### config.mk
export PLATFORM = sky130hd
export DESIGN_NAME = chroma_key_compositor
export DESIGN_NICKNAME = d
export VERILOG_FILES = /design/src/rtl/chroma_key_compositor.sv
export SDC_FILE = /design/constraint.sdc
export NUM_CORES = 1
export LEC_CHECK = 0
export CAP_MARGIN = 5
export CORE_MARGIN = 2
export CORE_UTILIZATION = 45
export CTS_BUF_LIST = sky130_fd_sc_hd__clkbuf_8 sky130_fd_sc_hd__clkbuf_16
export DETAILED_ROUTE_END_ITERATION = 6
export GPL_TIMING_DRIVEN = 0
export PLACE_DENSITY = 0.79
export SYNTH_ARGS = -nofsm -noshare
export SYNTH_HDL_FRONTEND = slang
export SYNTH_SLANG_ARGS = --single-unit
### constraint.sdc
create_clock -name iCLK -period 11.91 [get_ports iCLK]
set_input_delay 1.191 -clock iCLK [delete_from_list [all_inputs] [get_ports iCLK]]
set_output_delay 1.191 -clock iCLK [all_outputs]
set_load 0.1 [all_outputs]
### src/rtl/chroma_key_compositor.sv
// chroma_key_compositor: green-screen compositor placed between the camera
// colour converter and the display controller. Each valid camera pixel is
// tested against a key colour within a per-channel tolerance. Depending on the
// mode, the block outputs the camera pixel, the background pixel, or a key mask.
// The key colour can be set manually or learned from a square window of a frame.
// The number of keyed pixels in the last completed frame is reported.
// Two-stage pipeline: S1 registers pixel/bg/|pix-key|, S2 decides and registers.
// Optional feature macro: CHROMA_SOFT_EDGE_EN (blend near-key pixels in mode 1).
`timescale 1ns/1ps

module chroma_key_compositor #(
    parameter int unsigned COLOR_W  = 12,
    parameter int unsigned CNT_W    = 16,
    parameter int unsigned WIN_X0   = 304,
    parameter int unsigned WIN_Y0   = 224,
    parameter int unsigned WIN_LOG2 = 4,
    parameter int unsigned KCNT_W   = 20
) (
    input  logic               iCLK,
    input  logic               iRST,
    input  logic [COLOR_W-1:0] iRed,
    input  logic [COLOR_W-1:0] iGreen,
    input  logic [COLOR_W-1:0] iBlue,
    input  logic               iDataValid,
    input  logic               iFrameValid,
    input  logic [CNT_W-1:0]   iX_Counter,
    input  logic [CNT_W-1:0]   iY_Counter,
    input  logic [COLOR_W-1:0] iBgRed,
    input  logic [COLOR_W-1:0] iBgGreen,
    input  logic [COLOR_W-1:0] iBgBlue,
    input  logic [COLOR_W-1:0] iKeyR,
    input  logic [COLOR_W-1:0] iKeyG,
    input  logic [COLOR_W-1:0] iKeyB,
    input  logic [COLOR_W-1:0] iTol,
    input  logic [1:0]         iMode,
    input  logic               iLearn,
    input  logic               iUseLearned,
    output logic [COLOR_W-1:0] oRed,
    output logic [COLOR_W-1:0] oGreen,
    output logic [COLOR_W-1:0] oBlue,
    output logic               oDataValid,
    output logic               oKeyed,
    output logic [KCNT_W-1:0]  oKeyCount,
    output logic               oLearnBusy,
    output logic               oLearnValid,
    output logic               oLearnErr
);

    localparam int unsigned SHIFT   = 2 * WIN_LOG2;
    localparam int unsigned ACC_W   = COLOR_W + SHIFT;
    localparam int unsigned PCNT_W  = SHIFT + 1;
    localparam int unsigned WIN_N   = 1 << WIN_LOG2;
    localparam int unsigned WIN_PIX = 1 << SHIFT;
    localparam int unsigned CMP_W   = CNT_W + 1;

    typedef struct packed {
        logic [COLOR_W-1:0] r;
        logic [COLOR_W-1:0] g;
        logic [COLOR_W-1:0] b;
    } rgb_t;

    typedef struct packed {
        logic [ACC_W-1:0] r;
        logic [ACC_W-1:0] g;
        logic [ACC_W-1:0] b;
    } acc_t;

    typedef enum logic [1:0] {
        ST_IDLE  = 2'd0,
        ST_ARM   = 2'd1,
        ST_ACCUM = 2'd2,
        ST_DIV   = 2'd3
    } state_t;

    function automatic logic [COLOR_W-1:0] abs_diff(input logic [COLOR_W-1:0] a,
                                                     input logic [COLOR_W-1:0] b);
        return (a >= b) ? (a - b) : (b - a);
    endfunction

    // ---------------------------------------------------------------- signals
    rgb_t               cam_c, bg_c, key_man_c, key_act_c;
    rgb_t               cam_q, bg_q, diff_q;
    logic               s1_valid_q;
    rgb_t               learned_q, learned_d;
    acc_t               acc_q, acc_d;
    logic [PCNT_W-1:0]  pcnt_q, pcnt_d;
    state_t             state_q, state_d;
    logic               lvalid_d, lerr_d, busy_d;
    logic               fv_q;
    logic               fv_rise_c, fv_fall_c;
    logic               in_win_c;
    logic               keyed_c;
    rgb_t               pix_c;
    logic [KCNT_W-1:0]  kcnt_q;
    logic [KCNT_W-1:0]  ksum_c;
    logic               kinc_c;
    logic [CMP_W-1:0]   x_ext_c, y_ext_c;

    assign cam_c     = {iRed, iGreen, iBlue};
    assign bg_c      = {iBgRed, iBgGreen, iBgBlue};
    assign key_man_c = {iKeyR, iKeyG, iKeyB};
    assign fv_rise_c = iFrameValid & ~fv_q;
    assign fv_fall_c = fv_q & ~iFrameValid;

    // Active key selection: the learned key only once it is valid
    always_comb begin
        key_act_c = key_man_c;
        if (iUseLearned && oLearnValid) begin
            key_act_c = learned_q;
        end
    end

    // S1: capture pixel, background and per-channel distance to the key
    always_ff @(posedge iCLK or posedge iRST) begin
        if (iRST) begin
            s1_valid_q <= 1'b0;
            cam_q      <= '0;
            bg_q       <= '0;
            diff_q     <= '0;
        end else begin
            s1_valid_q <= iDataValid;
            if (iDataValid) begin
                cam_q    <= cam_c;
                bg_q     <= bg_c;
                diff_q.r <= abs_diff(iRed,   key_act_c.r);
                diff_q.g <= abs_diff(iGreen, key_act_c.g);
                diff_q.b <= abs_diff(iBlue,  key_act_c.b);
            end
        end
    end

    // S2: key decision
    assign keyed_c = (diff_q.r <= iTol) && (diff_q.g <= iTol) && (diff_q.b <= iTol);

`ifdef CHROMA_SOFT_EDGE_EN
    logic [COLOR_W:0] tol2_c;
    logic             near_c;
    rgb_t             avg_c;
    logic [COLOR_W:0] sum_r_c, sum_g_c, sum_b_c;

    // Near-key band and camera/background average for soft edges
    always_comb begin
        tol2_c  = {iTol, 1'b0};
        near_c  = ({1'b0, diff_q.r} <= tol2_c) &&
                  ({1'b0, diff_q.g} <= tol2_c) &&
                  ({1'b0, diff_q.b} <= tol2_c);
        sum_r_c = {1'b0, cam_q.r} + {1'b0, bg_q.r};
        sum_g_c = {1'b0, cam_q.g} + {1'b0, bg_q.g};
        sum_b_c = {1'b0, cam_q.b} + {1'b0, bg_q.b};
        avg_c.r = sum_r_c[COLOR_W:1];
        avg_c.g = sum_g_c[COLOR_W:1];
        avg_c.b = sum_b_c[COLOR_W:1];
    end
`endif

    // S2: output select per mode
    always_comb begin
        pix_c = cam_q;
        case (iMode)
            2'd0: pix_c = cam_q;
            2'd1: begin
                if (keyed_c) begin
                    pix_c = bg_q;
`ifdef CHROMA_SOFT_EDGE_EN
                end else if (near_c) begin
                    pix_c = avg_c;
`endif
                end else begin
                    pix_c = cam_q;
                end
            end
            2'd2: pix_c = keyed_c ? {(3 * COLOR_W){1'b1}} : {(3 * COLOR_W){1'b0}};
            2'd3: pix_c = bg_q;
            default: pix_c = cam_q;
        endcase
    end

    // S2 output registers; colour holds while no valid pixel
    always_ff @(posedge iCLK or posedge iRST) begin
        if (iRST) begin
            oDataValid <= 1'b0;
            oKeyed     <= 1'b0;
            oRed       <= '0;
            oGreen     <= '0;
            oBlue      <= '0;
        end else begin
            oDataValid <= s1_valid_q;
            oKeyed     <= s1_valid_q & keyed_c;
            if (s1_valid_q) begin
                oRed   <= pix_c.r;
                oGreen <= pix_c.g;
                oBlue  <= pix_c.b;
            end
        end
    end

    // Saturating keyed-pixel increment; the frame-end cycle still counts
    assign kinc_c = s1_valid_q & keyed_c & (iFrameValid | fv_q);
    assign ksum_c = (!kinc_c || (kcnt_q == {KCNT_W{1'b1}})) ? kcnt_q
                                                             : kcnt_q + KCNT_W'(1);

    // Per-frame keyed count, latched and cleared on frame-valid fall
    always_ff @(posedge iCLK or posedge iRST) begin
        if (iRST) begin
            fv_q      <= 1'b0;
            kcnt_q    <= '0;
            oKeyCount <= '0;
        end else begin
            fv_q <= iFrameValid;
            if (fv_fall_c) begin
                oKeyCount <= ksum_c;
                kcnt_q    <= '0;
            end else if (iFrameValid) begin
                kcnt_q <= ksum_c;
            end
        end
    end

    // Learn window membership
    assign x_ext_c  = CMP_W'(iX_Counter);
    assign y_ext_c  = CMP_W'(iY_Counter);
    assign in_win_c = (x_ext_c >= CMP_W'(WIN_X0)) && (x_ext_c < CMP_W'(WIN_X0 + WIN_N)) &&
                      (y_ext_c >= CMP_W'(WIN_Y0)) && (y_ext_c < CMP_W'(WIN_Y0 + WIN_N));

    // Learn FSM next-state and datapath
    always_comb begin
        state_d   = state_q;
        acc_d     = acc_q;
        pcnt_d    = pcnt_q;
        learned_d = learned_q;
        lvalid_d  = oLearnValid;
        lerr_d    = oLearnErr;
        case (state_q)
            ST_IDLE: begin
                if (iLearn) begin
                    state_d = ST_ARM;
                    acc_d   = '0;
                    pcnt_d  = '0;
                    lerr_d  = 1'b0;
                end
            end
            ST_ARM: begin
                if (fv_rise_c) begin
                    state_d = ST_ACCUM;
                end
            end
            ST_ACCUM: begin
                if (!iFrameValid) begin
                    state_d = ST_IDLE;
                    lerr_d  = 1'b1;
                end else if (iDataValid && in_win_c) begin
                    acc_d.r = acc_q.r + ACC_W'(iRed);
                    acc_d.g = acc_q.g + ACC_W'(iGreen);
                    acc_d.b = acc_q.b + ACC_W'(iBlue);
                    pcnt_d  = pcnt_q + PCNT_W'(1);
                    if (pcnt_d == PCNT_W'(WIN_PIX)) begin
                        state_d = ST_DIV;
                    end
                end
            end
            ST_DIV: begin
                learned_d.r = COLOR_W'(acc_q.r >> SHIFT);
                learned_d.g = COLOR_W'(acc_q.g >> SHIFT);
                learned_d.b = COLOR_W'(acc_q.b >> SHIFT);
                lvalid_d    = 1'b1;
                state_d     = ST_IDLE;
            end
            default: state_d = ST_IDLE;
        endcase
        busy_d = (state_d != ST_IDLE);
    end

    // Learn FSM state and result registers
    always_ff @(posedge iCLK or posedge iRST) begin
        if (iRST) begin
            state_q     <= ST_IDLE;
            acc_q       <= '0;
            pcnt_q      <= '0;
            learned_q   <= '0;
            oLearnValid <= 1'b0;
            oLearnErr   <= 1'b0;
            oLearnBusy  <= 1'b0;
        end else begin
            state_q     <= state_d;
            acc_q       <= acc_d;
            pcnt_q      <= pcnt_d;
            learned_q   <= learned_d;
            oLearnValid <= lvalid_d;
            oLearnErr   <= lerr_d;
            oLearnBusy  <= busy_d;
        end
    end

endmodule

==> flow_summary.toml, run 1 <==
[logic_synthesis]
yosysUniqueCellTypes = 71
async_flop_share_pct = 100.0
ys_seq_elements = 298
ys_seq_area_share_pct = 40.25
syn_area_mm2 = 0.01853
synthFlopType = "dfrtp_1"
ys_warn_count = 0
synth_fp_nets = 2230
syn_inst = 1918
synth_edf_count = 0
syn_avg_cell_area_um2 = 9.659

[cts]
clk_path_buf_depth = 3
cts_resized = 0
post-cts-setup-buffer-count = 0
cts_tree = "built"
cts-root-buf = "clkbuf_16"
clk-insertion-delay-late_ps = 550
cts_inserted_buffers = 36
path_clk_slew_ps = 50
htreeDepth = 2
ctsHoldBuffers = 0
cts_sinks = 298

[sta]
rsz0062_at_grt = "no"
slew_viol_final = 0
min_period_over_period_pct = 49.31
worst_clock_skew_ps = 21.80
fin_tns_setup_ps = 0
slew_headroom_pct = 6.046
tightest_slew_ps = 1399
hold_violations = 0
hold_ws_ps = 391.7
fin_crit_ps = 5872
max_freq_mhz = 170.3
setup_slack_ps = 6038
setup_viol_count_final = 0

[route]
first_iter_violations = 1156
num_vias = 15950
m1WireLength_mm = 24.18
drc = 0
wl_met2_mm = 25.29
firstDrtPassIters = 5
dr.max_layer_used = "met4"
wirelength_mm = 55.16
wl_per_cell_um = 20.19
wl_met3_mm = 3.481
via_per_inst = 5.838
ant_nets = 0

[worst_setup_path]
startpoint_type = "input port"
cp_num_buf_inv = 5
slowest_delay_ps = 760
cp_max_fo = 10
cp.arrival_ps = 6280
crit_path_frequent_cell = "a21oi_1"
crit_chain = "clkdlybuf4s50_1 > nand2_1 > clkbuf_1 > mux2i_1 > inv_1 > fa_1 > nand2b_1 > a21oi_1 > o22a_1 > o211ai_1 > a21oi_1 > buf_1 > clkbuf_1 > o211ai_1 > o31ai_1 > xor2_1 > a21oi_1"
endpoint_kind = "flip-flop"
critPathSlowestCell = "clkbuf_1"
required_ps = 12320
critPathKind = "in2reg"
critical_path.top_delay_family = "buffers and inverters"

[run_status]
outcome = "complete, no violations"

[placed_design]
gp_congestion = 0.9262
placedCellCount = 2664
port_buffers = 212
pre_cts_ws_ps = 5583
placed_area_mm2 = 0.02138
hpwl_mm = 42.13

[floorplan]
coreArea_mm2 = 0.04074
die_y_um = 206.9
start_util_pct = 45.48
die_w_um = 206.9
rows = 74
ios = 221
dieArea_mm2 = 0.04281

[grt]
grt_usage_pct = 25.80
overflow = 0
grt_first_pass_wirelength_mm = 86.11
antenna_found_initial = 3
grt_max_degree = 115
grt_pass1_vias = 16070

[min_path]
hold_class = "reg2reg"

[layout]
fin_util_pct = 55.66
multi_input_area_mm2 = 0.01025
layout-drive-gt1-share_pct = 9.240
fin_area_mm2 = 0.02268
final_cells = 2732
nNetsFinal = 2482
fill_cells = 3553
ff_latch_area_mm2 = 0.007457
syn2layout_area_growth_pct = 22.39
layout_commonest_cell = "dfrtp_1"
layout_common_cells = "dfrtp_1, clkdlybuf4s50_1, nand2_1, a21oi_1, ha_1"

[job]
max_cap_violations = 0

[power_and_ir_drop]
p_leak_nw = 10.33
totalPowerFinal_mw = 3.648
cellPowerDensity_mw_per_mm2 = 160.9
peakVddDrop_mv = 0.08906
[cells by family (layout without fill, tap and decap cells)]
kind of cell / count (synthesis) / in the layout / synth area share [%]
simple gates: 516 / 516 / 13.70
compound gates: 482 / 482 / 17.07
flops: 298 / 298 / 40.25
buf+inv: 218 / 497 / 4.437
mux: 175 / 175 / 10.27
fa+ha+maj: 152 / 152 / 10.63
xor+xnor: 77 / 77 / 3.640
other cells: 0 / 3 / 0
[cell usage after synthesis, drive strengths merged (19+ instances only)]
master / n / share of area, %
a21o: 35 / 1.4
clkbuf: 85 / 1.7
dfrtp: 298 / 40
nand4: 21 / 0.71
nor3b: 20 / 0.81
xor2: 38 / 1.8
mux2i: 54 / 2.9
ha: 143 / 9.7
nor2: 102 / 2.1
inv: 118 / 2.4
o21a: 30 / 1.2
nand3: 73 / 2.0
a221o: 20 / 1.1
a21oi: 149 / 4.1
nor3: 38 / 1.0
nand2b: 19 / 0.64
o21ai: 91 / 2.5
nand2: 148 / 3.0
mux2: 121 / 7.4
nor2b: 21 / 0.71
xnor2: 39 / 1.8
[area by class of cell]
class                           count  share of cell area [%]
Tap cell                          532                   2.935
Multi-Input combinational cell   1402                   45.19
Clock inverter                     20                   1.126
Antenna cell                        3                 0.03311
Timing Repair Buffer              214                   9.601
Buffer                            100                   1.672
Inverter                          118                   1.986
Clock buffer                       45                   4.569
Sequential cell                   298                   32.89
[path summary, 6_finish.rpt]
check,from,to,slack (ps),cells after the start
max in group asynchronous,iRST,acc_q[13],9590,3
max reg2reg,oLearnValid,diff_q[22],6710,16
max,iUseLearned,diff_q[22],6040,17
min in group asynchronous,iRST,oKeyCount[2],1190,2
min reg2reg,s1_valid_q,oDataValid,390,0
min,s1_valid_q,oDataValid,390,0
[per-layer routing]
metal	up-vias	global-route usage, %
met5	-	0
met4	0	10.41
met3	135	4.050
met2	544	41.61
met1	7843	34.79
li1	7427	-
[report_power, final]
group / leakage (nW) / total [mW] / internal, mW / switching (mW)
Sequential: 3.81 / 1.21 / 1.13 / 0.0806
Combinational: 5.86 / 1.24 / 0.416 / 0.820
Clock: 0.662 / 1.20 / 0.746 / 0.452
Total: 10.3 / 3.65 / 2.30 / 1.35
[flip-flops by register name, indices dropped and copies added, names as in the netlist]
name and cells:
acc_q 60, bg_q 36, cam_q 36, diff_q 36
learned_q 36, kcnt_q 20, oKeyCount 20, oBlue 12
oGreen 12, oRed 12, pcnt_q 9, state_q 2
fv_q 1, oDataValid 1, oKeyed 1, oLearnBusy 1
oLearnErr 1, oLearnValid 1, s1_valid_q 1
(Power assumes the default switching activity.)
==> inputs of run 2 (changes only) <==
Clock period 11.91 ns to 6.1 ns, I/O delays scaled along.
==> flow_summary.toml, run 2 (synthesis results as in run 1) <==
[sta]
slew_headroom_pct = 9.978
hold_violations = 0
max_freq_mhz = 186.9
slew_viol_final = 0
fin_crit_ps = 5352
worst_clock_skew_ps = 23.42
hold_ws_ps = 388.9
min_period_over_period_pct = 87.73
setup_viol_count_final = 0
tightest_slew_ps = 1340
rsz0062_at_grt = "no"

[route]
firstDrtPassIters = 5
num_vias = 16070
via_per_inst = 5.874
ant_nets = 0
wl_per_cell_um = 20.22
drc = 0
first_iter_violations = 1238
wirelength_mm = 55.32

[worst_setup_path]
reg2reg_depth = 15
critPathSlowestCell = "clkbuf_1"
crit_chain = "clkdlybuf4s50_1 > nand2_1 > clkbuf_1 > mux2i_1 > inv_1 > ha_1 > clkbuf_1 > a211oi_1 > o21ai_0 > o211a_1 > o41ai_2 > clkbuf_1 > nand3_1 > o21ai_0 > xor2_1 > a21oi_1"
critPathKind = "in2reg"
cp_max_fo = 10
startpoint_type = "input port"
crit_cells = 16
required_ps = 6490
crit_path_frequent_cell = "clkbuf_1"
endpoint_kind = "flip-flop"
slowest_delay_ps = 730
critical_path.top_delay_family = "buffers and inverters"
cp.arrival_ps = 5740
cp_num_buf_inv = 5

[cts]
cts_inserted_buffers = 35
post-cts-setup-buffer-count = 0
ctsHoldBuffers = 0
cts_sinks = 298
cts_resized = 0
path_clk_slew_ps = 60
htreeDepth = 2
cts_tree = "built"
clk_path_buf_depth = 3
cts-root-buf = "clkbuf_16"
clk-insertion-delay-late_ps = 540

[layout]
multi_input_area_mm2 = 0.01025
fin_util_pct = 55.57
fill_cells = 3591
layout_common_cells = "dfrtp_1, clkdlybuf4s50_1, nand2_1, a21oi_1, ha_1"
ff_latch_area_mm2 = 0.007457
final_cells = 2736
syn2layout_area_growth_pct = 22.19
regMostFlops = "acc_q"
layout_commonest_cell = "dfrtp_1"
nNetsFinal = 2487
largest_reg_flops = 60
layout-drive-gt1-share_pct = 9.327

[min_path]
whs_path_depth = 0
hold_class = "reg2reg"

[placed_design]
port_buffers = 212
placedCellCount = 2670
gp_congestion = 0.9178
hpwl_mm = 42.96

[power_and_ir_drop]
cellPowerDensity_mw_per_mm2 = 304.5
p_leak_nw = 10.29
totalPowerFinal_mw = 6.894
peakVddDrop_mv = 0.1627

[floorplan]
die_w_um = 206.9
dieArea_mm2 = 0.04281
start_util_pct = 45.48
rows = 74
die_y_um = 206.9
coreArea_mm2 = 0.04074
ios = 221

[grt]
grt_pass1_vias = 15810
antenna_found_initial = 3
grt_first_pass_wirelength_mm = 85.69
grt_usage_pct = 25.87
grt_max_degree = 43
overflow = 0

[run_status]
outcome = "complete, no violations"

[job]
max_cap_violations = 0
run 2: cell type report:
type	instances	share of cell area (%)
buffer	100	1.675
tap	532	2.940
inverter	118	1.973
antenna	6	0.06632
clock inverter	16	0.6411
timing repair buffer	220	10.08
multi-input combinational	1402	45.27
sequential	298	32.94
clock buffer	44	4.416
run 2: final timing paths:
check	to	startpoint	slack, ps
setup / recovery	diff_q[3]	iUseLearned	750
hold / removal	oDataValid	s1_valid_q	390
setup reg to reg	diff_q[3]	oLearnValid	820
hold reg to reg	oDataValid	s1_valid_q	390
max in group asynchronous	learned_q[23]	iRST	4610
min in group asynchronous	kcnt_q[17]	iRST	430
run 2: metrics by stage:
step	TNS, ps	area (um^2)	setup WS [ps]
after global placement	-156300	21320	-561.9
after global routing	0	22630	394.5
after CTS	0	22620	836.8
final	0	22640	748.5
after floorplan	0	18530	1476
after detailed placement	0	21480	278.6
run 2: worst register-to-register path, cell delays in order (launching register included):
cell	delay, ps
dfrtp_1	390
nand2_1	400
clkbuf_1	740
mux2i_1	380
inv_1	80
ha_1	270
clkbuf_1	200
a211oi_1	430
o21ai_0	240
o211a_1	260
o41ai_2	700
clkbuf_1	470
nand3_1	170
o21ai_0	140
xor2_1	190
a21oi_1	90
run 2: routing by layer:
layer	GRT usage, %	vias to the layer above	wire (um)
li1	-	7427	-
met1	35.37	7886	23900
met2	41.11	626	25520
met3	3.093	131	3554
met4	11.98	0	2344
met5	0	-	0
run 2: power breakdown:
part | switching [mW] | internal (mW) | total, mW
clock network | 0.857 | 1.24 | 2.10
logic | 1.61 | 0.818 | 2.43
registers | 0.153 | 2.21 | 2.37
total | 2.62 | 4.27 | 6.89
